$ cat src/rtl/imm_decode_if.sv
// Handshake bus for the immediate decoder: upstream instruction stream in,
// decoded head entry out.
interface imm_decode_if;
    logic        in_valid;
    logic        in_ready;
    logic [31:0] instr;
    logic        flush;
    logic        out_valid;
    logic        out_ready;
    logic [31:0] out_instr;
    logic [31:0] imm32;
    logic        sign_ext;
    logic [1:0]  imm_kind;
    logic        illegal;
    logic [15:0] dec_cnt;

    modport master (
        output in_valid,
        input  in_ready,
        output instr,
        output flush,
        input  out_valid,
        output out_ready,
        input  out_instr,
        input  imm32,
        input  sign_ext,
        input  imm_kind,
        input  illegal,
        input  dec_cnt
    );

    modport slave (
        input  in_valid,
        output in_ready,
        input  instr,
        input  flush,
        output out_valid,
        input  out_ready,
        output out_instr,
        output imm32,
        output sign_ext,
        output imm_kind,
        output illegal,
        output dec_cnt
    );
endinterface

$ cat src/rtl/imm_decode_ctrl.sv
// MIPS immediate decoder: decodes at the input, buffers results in a 2-entry
// skid FIFO and presents the head entry downstream with a delivery counter.
module imm_decode_ctrl (
    input logic         clk,
    input logic         rst_n,
    imm_decode_if.slave bus
);

    typedef enum logic [1:0] {StEmpty, StOne, StTwo} state_e;

    localparam logic [1:0] KindZext = 2'b00;
    localparam logic [1:0] KindSext = 2'b01;
    localparam logic [1:0] KindLui  = 2'b10;
    localparam logic [1:0] KindNone = 2'b11;

    typedef struct packed {
        logic [31:0] instr;
        logic [31:0] imm32;
        logic        sign_ext;
        logic [1:0]  kind;
        logic        illegal;
    } entry_t;

    state_e      state_q, state_d;
    entry_t      head_q, head_d;
    entry_t      tail_q, tail_d;
    entry_t      dec;
    logic        in_ready_q, in_ready_d;
    logic [15:0] cnt_q, cnt_d;
    logic        out_valid;
    logic        accept;
    logic        deliver;
    logic [15:0] imm16;

    always_comb begin
        dec       = '0;
        dec.instr = bus.instr;
        dec.kind  = KindNone;
        imm16     = bus.instr[15:0];
        case (bus.instr[31:26])
            6'h04, 6'h05, 6'h08, 6'h09, 6'h0A, 6'h0B, 6'h23, 6'h2B: begin
                dec.kind     = KindSext;
                dec.sign_ext = 1'b1;
            end
            6'h0C, 6'h0D, 6'h0E: dec.kind = KindZext;
            6'h0F:               dec.kind = KindLui;
            6'h00, 6'h02, 6'h03: dec.kind = KindNone;
            default:             dec.illegal = 1'b1;
        endcase
        unique case (dec.kind)
            KindSext: dec.imm32 = {{16{imm16[15]}}, imm16};
            KindZext: dec.imm32 = {16'h0000, imm16};
            KindLui:  dec.imm32 = {imm16, 16'h0000};
            default:  dec.imm32 = 32'h0000_0000;
        endcase
    end

    assign out_valid = (state_q != StEmpty);
    assign accept    = bus.in_valid & in_ready_q;
    assign deliver   = out_valid & bus.out_ready;

    always_comb begin
        state_d = state_q;
        head_d  = head_q;
        tail_d  = tail_q;
        cnt_d   = cnt_q;
        if (bus.flush) begin
            state_d = StEmpty;
        end else begin
            if (deliver) cnt_d = cnt_q + 16'd1;
            unique case (state_q)
                StEmpty: begin
                    if (accept) begin
                        head_d  = dec;
                        state_d = StOne;
                    end
                end
                StOne: begin
                    if (accept && deliver) begin
                        head_d = dec;
                    end else if (accept) begin
                        tail_d  = dec;
                        state_d = StTwo;
                    end else if (deliver) begin
                        state_d = StEmpty;
                    end
                end
                StTwo: begin
                    if (deliver) begin
                        head_d  = tail_q;
                        state_d = StOne;
                    end
                end
                default: state_d = StEmpty;
            endcase
        end
        // Registered ready: looks ahead at the next state, never at out_ready.
        in_ready_d = (state_d != StTwo);
    end

    always_ff @(posedge clk or negedge rst_n) begin
        if (!rst_n) begin
            state_q    <= StEmpty;
            head_q     <= '0;
            tail_q     <= '0;
            in_ready_q <= 1'b0;
            cnt_q      <= '0;
        end else begin
            state_q    <= state_d;
            head_q     <= head_d;
            tail_q     <= tail_d;
            in_ready_q <= in_ready_d;
            cnt_q      <= cnt_d;
        end
    end

    assign bus.in_ready  = in_ready_q;
    assign bus.out_valid = out_valid;
    assign bus.out_instr = out_valid ? head_q.instr : 32'h0;
    assign bus.imm32     = out_valid ? head_q.imm32 : 32'h0;
    assign bus.sign_ext  = out_valid & head_q.sign_ext;
    assign bus.imm_kind  = out_valid ? head_q.kind : 2'b00;
    assign bus.illegal   = out_valid & head_q.illegal;
    assign bus.dec_cnt   = cnt_q;

endmodule
$ cat src/flat_wrapper.sv
// flat-port wrapper written by rule: the top's interface ports become plain ports
module imm_decode_ctrl_flat 
  (clk, rst_n, bus_in_valid, bus_in_ready, bus_instr, bus_flush, bus_out_valid, bus_out_ready, bus_out_instr, bus_imm32, bus_sign_ext, bus_imm_kind, bus_illegal, bus_dec_cnt);
  imm_decode_if bus_i ();
  input logic clk;
  input logic rst_n;
  input wire logic [$bits(bus_i.in_valid)-1:0] bus_in_valid;
  output wire logic [$bits(bus_i.in_ready)-1:0] bus_in_ready;
  input wire logic [$bits(bus_i.instr)-1:0] bus_instr;
  input wire logic [$bits(bus_i.flush)-1:0] bus_flush;
  output wire logic [$bits(bus_i.out_valid)-1:0] bus_out_valid;
  input wire logic [$bits(bus_i.out_ready)-1:0] bus_out_ready;
  output wire logic [$bits(bus_i.out_instr)-1:0] bus_out_instr;
  output wire logic [$bits(bus_i.imm32)-1:0] bus_imm32;
  output wire logic [$bits(bus_i.sign_ext)-1:0] bus_sign_ext;
  output wire logic [$bits(bus_i.imm_kind)-1:0] bus_imm_kind;
  output wire logic [$bits(bus_i.illegal)-1:0] bus_illegal;
  output wire logic [$bits(bus_i.dec_cnt)-1:0] bus_dec_cnt;
  assign bus_i.in_valid = bus_in_valid;
  assign bus_in_ready = bus_i.in_ready;
  assign bus_i.instr = bus_instr;
  assign bus_i.flush = bus_flush;
  assign bus_out_valid = bus_i.out_valid;
  assign bus_i.out_ready = bus_out_ready;
  assign bus_out_instr = bus_i.out_instr;
  assign bus_imm32 = bus_i.imm32;
  assign bus_sign_ext = bus_i.sign_ext;
  assign bus_imm_kind = bus_i.imm_kind;
  assign bus_illegal = bus_i.illegal;
  assign bus_dec_cnt = bus_i.dec_cnt;
  imm_decode_ctrl u_core (.clk(clk), .rst_n(rst_n), .bus(bus_i));
endmodule
$ cat config.mk
export PLATFORM = sky130hd
export DESIGN_NAME = imm_decode_ctrl_flat
export DESIGN_NICKNAME = d
export VERILOG_FILES = /design/src/rtl/imm_decode_if.sv /design/src/rtl/imm_decode_ctrl.sv /design/src/flat_wrapper.sv
export SDC_FILE = /design/constraint.sdc
export NUM_CORES = 1
export LEC_CHECK = 0
export BUFFER_PORTS_ARGS = -buffer_cell sky130_fd_sc_hd__buf_4
export CAP_MARGIN = 5
export CORE_MARGIN = 5
export CORE_UTILIZATION = 55
export DETAILED_ROUTE_END_ITERATION = 16
export GPL_TIMING_DRIVEN = 0
export PLACE_DENSITY = 0.83
export SLEW_MARGIN = 10
export SYNTH_ARGS = -nofsm -noshare
export SYNTH_HDL_FRONTEND = slang
export SYNTH_SLANG_ARGS = --single-unit
$ cat constraint.sdc
create_clock -name clk -period 3.1 [get_ports clk]
set_input_delay 0.62 -clock clk [delete_from_list [all_inputs] [get_ports clk]]
set_output_delay 0.62 -clock clk [all_outputs]
set_load 0.02 [all_outputs]
Word-level counts from Yosys, hierarchy flattened
Cells that the tools add are included.
{ "totals": {"ff_bits": 155, "inputBits": 37, "output_inout_bits": 86} }
{ "classes": {"add_sub_neg": 1, "eq_ne": 22, "mux": 18, "bitwise": 6, "reduce_logical": 12} }
{ "ops": {"columns": ["op", "count"], "rows": [
  ["2-to-1 mux 68 bit", 3],
  ["one-hot mux 68 bit (3 select lines)", 1],
  ["one-hot mux 32 bit (3 select lines)", 1],
  ["2-to-1 mux 32 bit", 2],
  ["equality test 6 x 4 -> 1 bit (second input constant)", 8],
  ["adder 16 x 1 -> 16 bit (second input constant)", 1],
  ["OR reduction 15 bit", 1],
  ["2-to-1 mux 2 bit", 7],
  ["equality test 6 x 2 -> 1 bit (second input constant)", 2],
  ["equality test 6 x 3 -> 1 bit (second input constant)", 2],
  ["equality test 6 bit (second input constant)", 2],
  ["one-hot mux 2 bit (3 select lines)", 2],
  ["OR reduction 8 bit", 1],
  ["logical NOT 6 bit", 1],
  ["!= test 2 x 1 -> 1 bit (second input constant)", 3],
  ["AND reduction 5 bit", 1],
  ["AND 1 bit", 4],
  ["equality test 2 x 1 -> 1 bit (second input constant)", 2],
  ["equality test 2 bit (second input constant)", 2],
  ["logical NOT 2 bit", 2],
  ["AND reduction 4 bit", 1],
  ["nonzero test 3 bit", 1],
  ["OR reduction 3 bit", 1],
  ["2-to-1 mux 1 bit", 2],
  ["other kinds (5)", 6]
]} }

Logic depth before layout (Yosys ltp)
Gate-level depths: netlist of the first run.
{ "logic_depth": {"word_depth": 8, "ltp_mapped": 7, "ltp_nobuf": 5} }

Worst setup path before layout of the first run
OpenSTA, ideal clock, no wires.
{ "synth_path": {"path_type": "register -> output", "from": "register u_core.state_q[1]", "to": "output bus_out_instr[12]", "arrival_ps": 1437, "required_time_ps": 2480, "setup_slack_ps": 1043, "stages_incl_launch_ff": 6, "path_cell_list": "dfrtp_1 nor2_1 inv_1 clkbuf_1 clkbuf_1 and2_1"} }
{ "synth_via": {"elab_chain_cells": 2} }
{ "synth_lines": {"columns": ["item", "line", "source"], "rows": [
  ["start: declaration", "imm_decode_ctrl.sv:24", "state_e state_q, state_d;"],
  ["start signal: assignment", "imm_decode_ctrl.sv:103", "state_q <= StEmpty;"],
  ["start signal: assignment", "imm_decode_ctrl.sv:109", "state_q <= state_d;"],
  ["nonzero test 2 bit", "imm_decode_ctrl.sv:58", "assign out_valid = (state_q != StEmpty);"],
  ["2-to-1 mux 32 bit", "imm_decode_ctrl.sv:119", "assign bus.out_instr = out_valid ? head_q.instr : 32'h0;"],
  ["end: declaration", "flat_wrapper.sv:13", "output wire logic [$bits(bus_i.out_instr)-1:0] bus_out_instr;"]
]} }
Every way passes these cells.

Final worst setup path of the first run
{ "layout_path": {"from": "register u_core.state_q[1]", "to": "output bus_out_instr[14]"} }
Same word-level chain as after synthesis.

==> flow_summary_export.csv, run 1 <==
group,metric,value,unit
synth,synth_top_area_share,55.0,%
floorplanning,placeableCoreArea,0.0126,mm2
cells_and_area,antenna_cells,0,
cells_and_area,drive_gt1_share,18.7,%
floorplanning,rows,41,
cts,htreeDepth,4,
placement,placed_cells,1067,
detailed_routing,drc,0,
timing,fmax,354,MHz
detailed_routing,vias,6168,
global_routing,grt_usage,26.1,%
hold_path,hp-class,"input port to async pin",
synth,synth_edf_count,0,
synth,synth_common_cells,"nand2_1, dfrtp_1, nor2_1",
placement,dp_slack,0.292,ns
timing,relSlewSlack,33.3,%
timing,fin_crit,2.82,ns
timing,rsz0062_at_grt,"false",
synth,avgSynthCellArea,9.09,um2
cts,cts_tree,"yes",
cts,cts_made_buffers,17,
placement,portBuffers,119,
floorplanning,die_h,123,um
setup_path,criticalPathCategory,"flop to output port",
pwr,peakVddDrop,0.000336,V
global_routing,grt_pass1_vias,6093,
pwr,power_density,680,mW/mm2
floorplanning,die-area,0.0152,mm2
setup_path,max_stage_delay,0.47,ns
setup_path,cp-start-kind,"flop",
global_routing,overflow,0,
setup_path,path_cells,"nor2_4 -> inv_1 -> clkbuf_2 -> clkbuf_1 -> and2_1 -> buf_4",
detailed_routing,ant_nets,0,
setup_path,arrival,2.20,ns
timing,slew_viol_final,0,
synth,synthDistinctLibCells,49,
setup_path,crit_path_end_kind,"output port",
cts,post_cts_buffers,0,
cells_and_area,final_cells,1099,
cts,cts_sinks,155,
floorplanning,pin_count,123,
timing,tightest_slew,0.991,ns
global_routing,antenna_found_initial,0,
floorplanning,chipWidth,123,um
synth,syn_area,0.00705,mm2
synth,async_flop_share,100,%
timing,fin_setup_tns,0,ns
detailed_routing,drtIter0Drc,596,
setup_path,worstPathRequired,2.48,ns
timing,fin_crit_sh,91.0,%
cts,cts_hold_buf,0,
global_routing,grt_pass1_wl,30700,um
setup_path,slowest_stage,"dfrtp_1",
placement,hpwl,13300,um
synth,ys_seq_area_share,55.0,%
setup_path,cp_top_family,"buffers and inverters",
synth,synth.largest_area_cell,"dfrtp_1",
detailed_routing,wl,18600,um
cts,insertion_delay,0.43,ns
detailed_routing,dr.pass1.iters,5,
setup_path,crit_fanout,10,
timing,hold_viol,0,
timing,fin_skew,0.00575,ns
synth,syn_inst,775,
cells_and_area,fin_util,70.0,%
cts,cts_root_buf,"clkbuf_16",
cts,clk_pin_slew_worst_paths,0.06,ns
synth,synth_ff_type,"dfrtp_1",
synth,synth_nets,813,
pwr,cellLeakagePower,4.15,nW
placement,routabilityCongestion,0.865,
synth,yosysWarnings,0,
floorplanning,start_util,56.1,%
cells_and_area,fin_nets,952,
cells_and_area,area_growth,24.8,%
timing,fin_ws,0.279,ns
setup_path,worst-path-buf-inv,4,
synth,netlist_top_cells_area,"dfrtp_1, nand2_1, and2_1",
global_routing,grt_max_degree,111,
timing,setup_viol,0,
pwr,power,5.98,mW
synth,ys_seq_elements,155,
detailed_routing,vias_per_cell,5.61,
job,maxCapViolCount,0,
cts,clk_path_buf_depth,2,
outcome,run_status,"completed",
synth,post-synth-top-count-cell,"nand2_1",
detailed_routing,routedWlPerCell,16.9,um
[metal layers]
layer	up-vias	wire length (um)	part of all wire, %	GRT usage (%)
li1	2885	-	-	-
met1	2993	7770	42	34.8
met2	250	9140	49	42.4
met3	40	1250	6.7	5.22
met4	0	457	2.5	10.0
met5	-	0	0	0
[metrics by stage]
stage	hold slack [ns]	cell area [um2]
after CTS	0.0813	8790
after global routing	0.0923	8800
final	0.0730	8800
after detailed placement	0.463	8190
after floorplan	0.324	7050
after global placement	0.455	8160
[kinds of logic (layout without fill, tap and decap cells)]
group / count (synthesis) / count (layout) / synth area share (%)
and+or+nand+nor: 377 / 377 / 24.7
DFF: 155 / 155 / 55.0
AOI/OAI and AO/OA: 151 / 151 / 13.7
buffers and inverters: 74 / 226 / 4.26
xor gates and xnor gates: 15 / 15 / 1.86
muxes: 2 / 2 / 0.302
adders and majority gates: 1 / 1 / 0.178
[layout make-up]
| cell class | count | area, um2 |
|---|---|---|
| sequential | 155 | 3880 |
| clock inverter | 11 | 118 |
| tap | 172 | 215 |
| clock buffer | 21 | 480 |
| inverter | 18 | 67.6 |
| buffer | 56 | 234 |
| timing repair buffer | 120 | 928 |
| fill | 979 | 3770 |
| multi-input combinational | 546 | 2880 |
[path summary, 6_finish.rpt]
| path | from | end | slack (ns) | cells past startpoint |
|---|---|---|---|---|
| setup / recovery | u_core.state_q[1] | bus_out_instr[14] | 0.28 | 6 |
| hold / removal | rst_n | u_core.bus.dec_cnt[7] | 0.07 | 1 |
| setup reg to reg | u_core.state_q[0] | u_core.tail_q[34] | 0.80 | 5 |
| hold reg to reg | u_core.tail_q[57] | u_core.tail_q[57] | 0.48 | 2 |
| max in group asynchronous | rst_n | u_core.head_q[53] | 2.19 | 2 |
| min in group clk | bus_flush | u_core.state_q[0] | 0.37 | 2 |
[flip-flops by register name, summed over array words and instances, names as in the netlist]
name	count
u_core.tail_q	68
u_core.bus.dec_cnt	16
u_core.head_q	68
u_core.bus.in_ready	1
u_core.state_q	2
[worst reg2reg max path: stages, from the launching register on]
cell	delay, ns
dfrtp_1	0.45
nor2b_2	0.28
nand4_1	0.43
a21oi_1	0.55
buf_2	0.33
a21oi_1	0.12
[power breakdown]
part	internal (mW)	switching, mW	total, mW
Clock	1.26	0.819	2.08
Sequential	2.44	0.251	2.69
Combinational	0.517	0.689	1.21
Total	4.22	1.76	5.98
[repair_timing]
| action | in CTS | in global routing |
|---|---|---|
| resized for setup | 1 | 3 |
| endpoints found under the hold margin | 0 | 0 |
| endpoints found under the setup margin | 10 | 10 |
[placed cells by master (no fill, tap or decap), types with 2 or more instances in the layout]
cell type   count
nand2_1       157
dfrtp_1       155
buf_4         118
nor2_1         96
and2_1         73
clkbuf_1       37
a21oi_1        37
a31oi_1        32
o21ai_0        23
inv_1          18
a22o_1         17
clkbuf_16      17
nor3_1         16
a211oi_1       15
o22ai_1        15
buf_2          12
xnor2_1        10
nand3_1         6
nand2b_1        5
buf_1           5
xor2_1          5
clkinvlp_4      5
nand4_1         4
clkinv_2        4
clkbuf_8        4
a221oi_1        3
and3b_1         2
a211o_1         2
and4_1          2
nor4_1          2
bufinv_16       2
Note: power is estimated with default switching activity, not from simulation.
==> inputs of run 2 (changes only) <==
ABC_AREA = 1   (was default)
PLACE_DENSITY = 0.82   (was 0.83)
==> flow_summary_export.csv, run 2 <==
group,metric,value,unit
cells_and_area,drive_gt1_share,16.3,%
pwr,power_density,658,mW/mm2
synth,syn_area,0.00771,mm2
placement,portBuffers,122,
synth,ys_seq_area_share,50.3,%
floorplanning,start_util,55.7,%
hold_path,hp-class,"input port to async pin",
pwr,cellLeakagePower,5.03,nW
placement,placed_cells,1327,
global_routing,grt_usage,26.5,%
cts,cts_root_buf,"clkbuf_16",
synth,netlist_top_cells_area,"dfrtp_1, nand2_1, nor2_1",
timing,slew_viol_final,0,
cts,clk_pin_slew_worst_paths,0.06,ns
pwr,peakVddDrop,0.000380,V
setup_path,rrSetupSlack,0.85,ns
placement,hpwl,14900,um
setup_path,worstPathRequired,2.48,ns
detailed_routing,vias_per_cell,5.35,
global_routing,overflow,0,
cells_and_area,nFillCells,1144,
cts,htreeDepth,4,
setup_path,max_stage_delay,0.53,ns
setup_path,crit_path_end_kind,"output port",
cells_and_area,multiInputGateArea,0.00304,mm2
synth,synth.largest_area_cell,"dfrtp_1",
cts,cts_made_buffers,17,
placement,placed_cell_area,0.00888,mm2
synth,synth_nets,1062,
setup_path,arrival,2.32,ns
setup_path,cp-start-kind,"flop",
synth,synth_top_area_share,50.3,%
timing,fin_crit_sh,94.9,%
cells_and_area,layout_common_cells,"nand2_1, nor2_1, dfrtp_1",
timing,fin_skew,0.0101,ns
cells_and_area,final-seq-area,0.00388,mm2
synth,async_flop_share,100,%
pwr,power,6.25,mW
timing,fin_setup_tns,0,ns
detailed_routing,drc,0,
cells_and_area,final_cells,1358,
detailed_routing,routedWlPerCell,15.7,um
synth,syn_inst,1024,
synth,avgSynthCellArea,7.53,um2
cts,insertion_delay,0.43,ns
cts,post_cts_resized,0,
cts,post_cts_buffers,0,
setup_path,criticalPathCategory,"flop to output port",
synth,synth_ff_type,"dfrtp_1",
detailed_routing,vias,7261,
cells_and_area,layout_commonest_cell,"nand2_1",
cts,clk_path_buf_depth,2,
setup_path,crit_fanout,17,
global_routing,grt_pass1_wl,34600,um
timing,hold_viol,0,
synth,synthDistinctLibCells,28,
global_routing,grt_max_degree,85,
synth,ys_seq_elements,155,
timing,setup_viol,0,
timing,fmax,340,MHz
setup_path,cp_top_family,"buffers and inverters",
cts,cts_tree,"yes",
floorplanning,placeableCoreArea,0.0138,mm2
setup_path,slowest_stage,"nor2_4",
cts,cts_sinks,155,
timing,tightest_slew,0.624,ns
job,maxCapViolCount,0,
floorplanning,chipWidth,128,um
global_routing,grt_pass1_vias,7057,
timing,relSlewSlack,58.3,%
synth,synth_edf_count,0,
cells_and_area,fin_nets,1203,
synth,post-synth-top-count-cell,"nand2_1",
timing,fin_crit,2.94,ns
synth,yosysWarnings,0,
timing,rsz0062_at_grt,"false",
setup_path,path_cells,"nor2_4 -> clkbuf_1 -> nor2_1 -> buf_4",
detailed_routing,wl,21300,um
floorplanning,die_h,128,um
synth,synth_common_cells,"nand2_1, nor2_1, dfrtp_1",
outcome,run_status,"completed",
global_routing,antenna_found_initial,0,
placement,routabilityCongestion,0.921,
floorplanning,rows,43,
detailed_routing,drtIter0Drc,849,
floorplanning,pin_count,123,
detailed_routing,dr.pass1.iters,7,
detailed_routing,ant_nets,0,
cells_and_area,antenna_cells,0,
setup_path,worst-path-buf-inv,2,
floorplanning,die-area,0.0165,mm2
cells_and_area,area_growth,23.3,%
cells_and_area,finalInstanceArea,0.00950,mm2
cts,cts_hold_buf,0,
-- run 2: changes by cell type in the layout (fill, tap and decap cells not counted), moves of 38 or more --
| cell | change |
|---|---|
| nand2_1 | +126 |
| o21ai_1 | +50 |
| and2_1 | -73 |
| inv_1 | +119 |
| nor2_1 | +60 |
| nand3_1 | +38 |
-- run 2: kinds of logic (layout without fill, tap and decap cells) --
family | count (synthesis) | in the layout | share of synthesized area (%)
buffers and inverters | 196 | 350 | 10.3
XOR/XNOR | 10 | 10 | 1.14
adder cells (fa/ha/maj) | 1 | 1 | 0.162
AND/OR/NAND/NOR | 513 | 513 | 26.9
AO/OA/AOI/OAI | 149 | 149 | 11.2
flip-flops | 155 | 155 | 50.3
-- run 2: area by class of cell --
cell class / count / share of cell area (%)
clock buffers: 21 / 5.06
well taps: 180 / 2.37
repair buffers: 123 / 10.0
inverters: 140 / 5.53
flip-flops and latches: 155 / 40.8
clock inverters: 11 / 1.49
plain buffers: 55 / 2.77
multi-input cells: 673 / 32.0
-- run 2: routing by layer --
metal	wire length, um	vias to the layer above	GRT usage [%]
li1	-	3495	-
met1	8950	3419	36.3
met2	10200	297	42.0
met3	1580	50	5.19
met4	554	0	10.2
met5	0	-	0
-- run 2: worst paths after layout --
kind	endpoint	start	depth (start not counted)
max	bus_out_instr[4]	u_core.state_q[1]	4
min	u_core.bus.dec_cnt[5]	rst_n	1
max reg2reg	u_core.head_q[33]	u_core.state_q[1]	8
min reg2reg	u_core.head_q[34]	u_core.head_q[34]	2
max in group asynchronous	u_core.head_q[6]	rst_n	2
min in group clk	u_core.state_q[1]	bus_flush	2
-- run 2: report_power, final --
part	internal, mW	switching, mW	total, mW
registers	2.48	0.229	2.71
logic	0.513	0.847	1.36
clock network	1.35	0.831	2.18
total	4.34	1.91	6.25
-- run 2: metrics by stage --
stage | setup slack (ns) | utilization (%) | hold WS [ns]
2_1_floorplan | 1.11 | - | 0.324
3_3_place_gp | 0.518 | 64.0 | 0.463
3_5_place_dp | 0.493 | 64.2 | 0.466
4_1_cts | 0.0283 | 68.7 | 0.164
5_1_grt | 0.100 | 68.7 | 0.185
6_report | 0.159 | 68.7 | 0.147
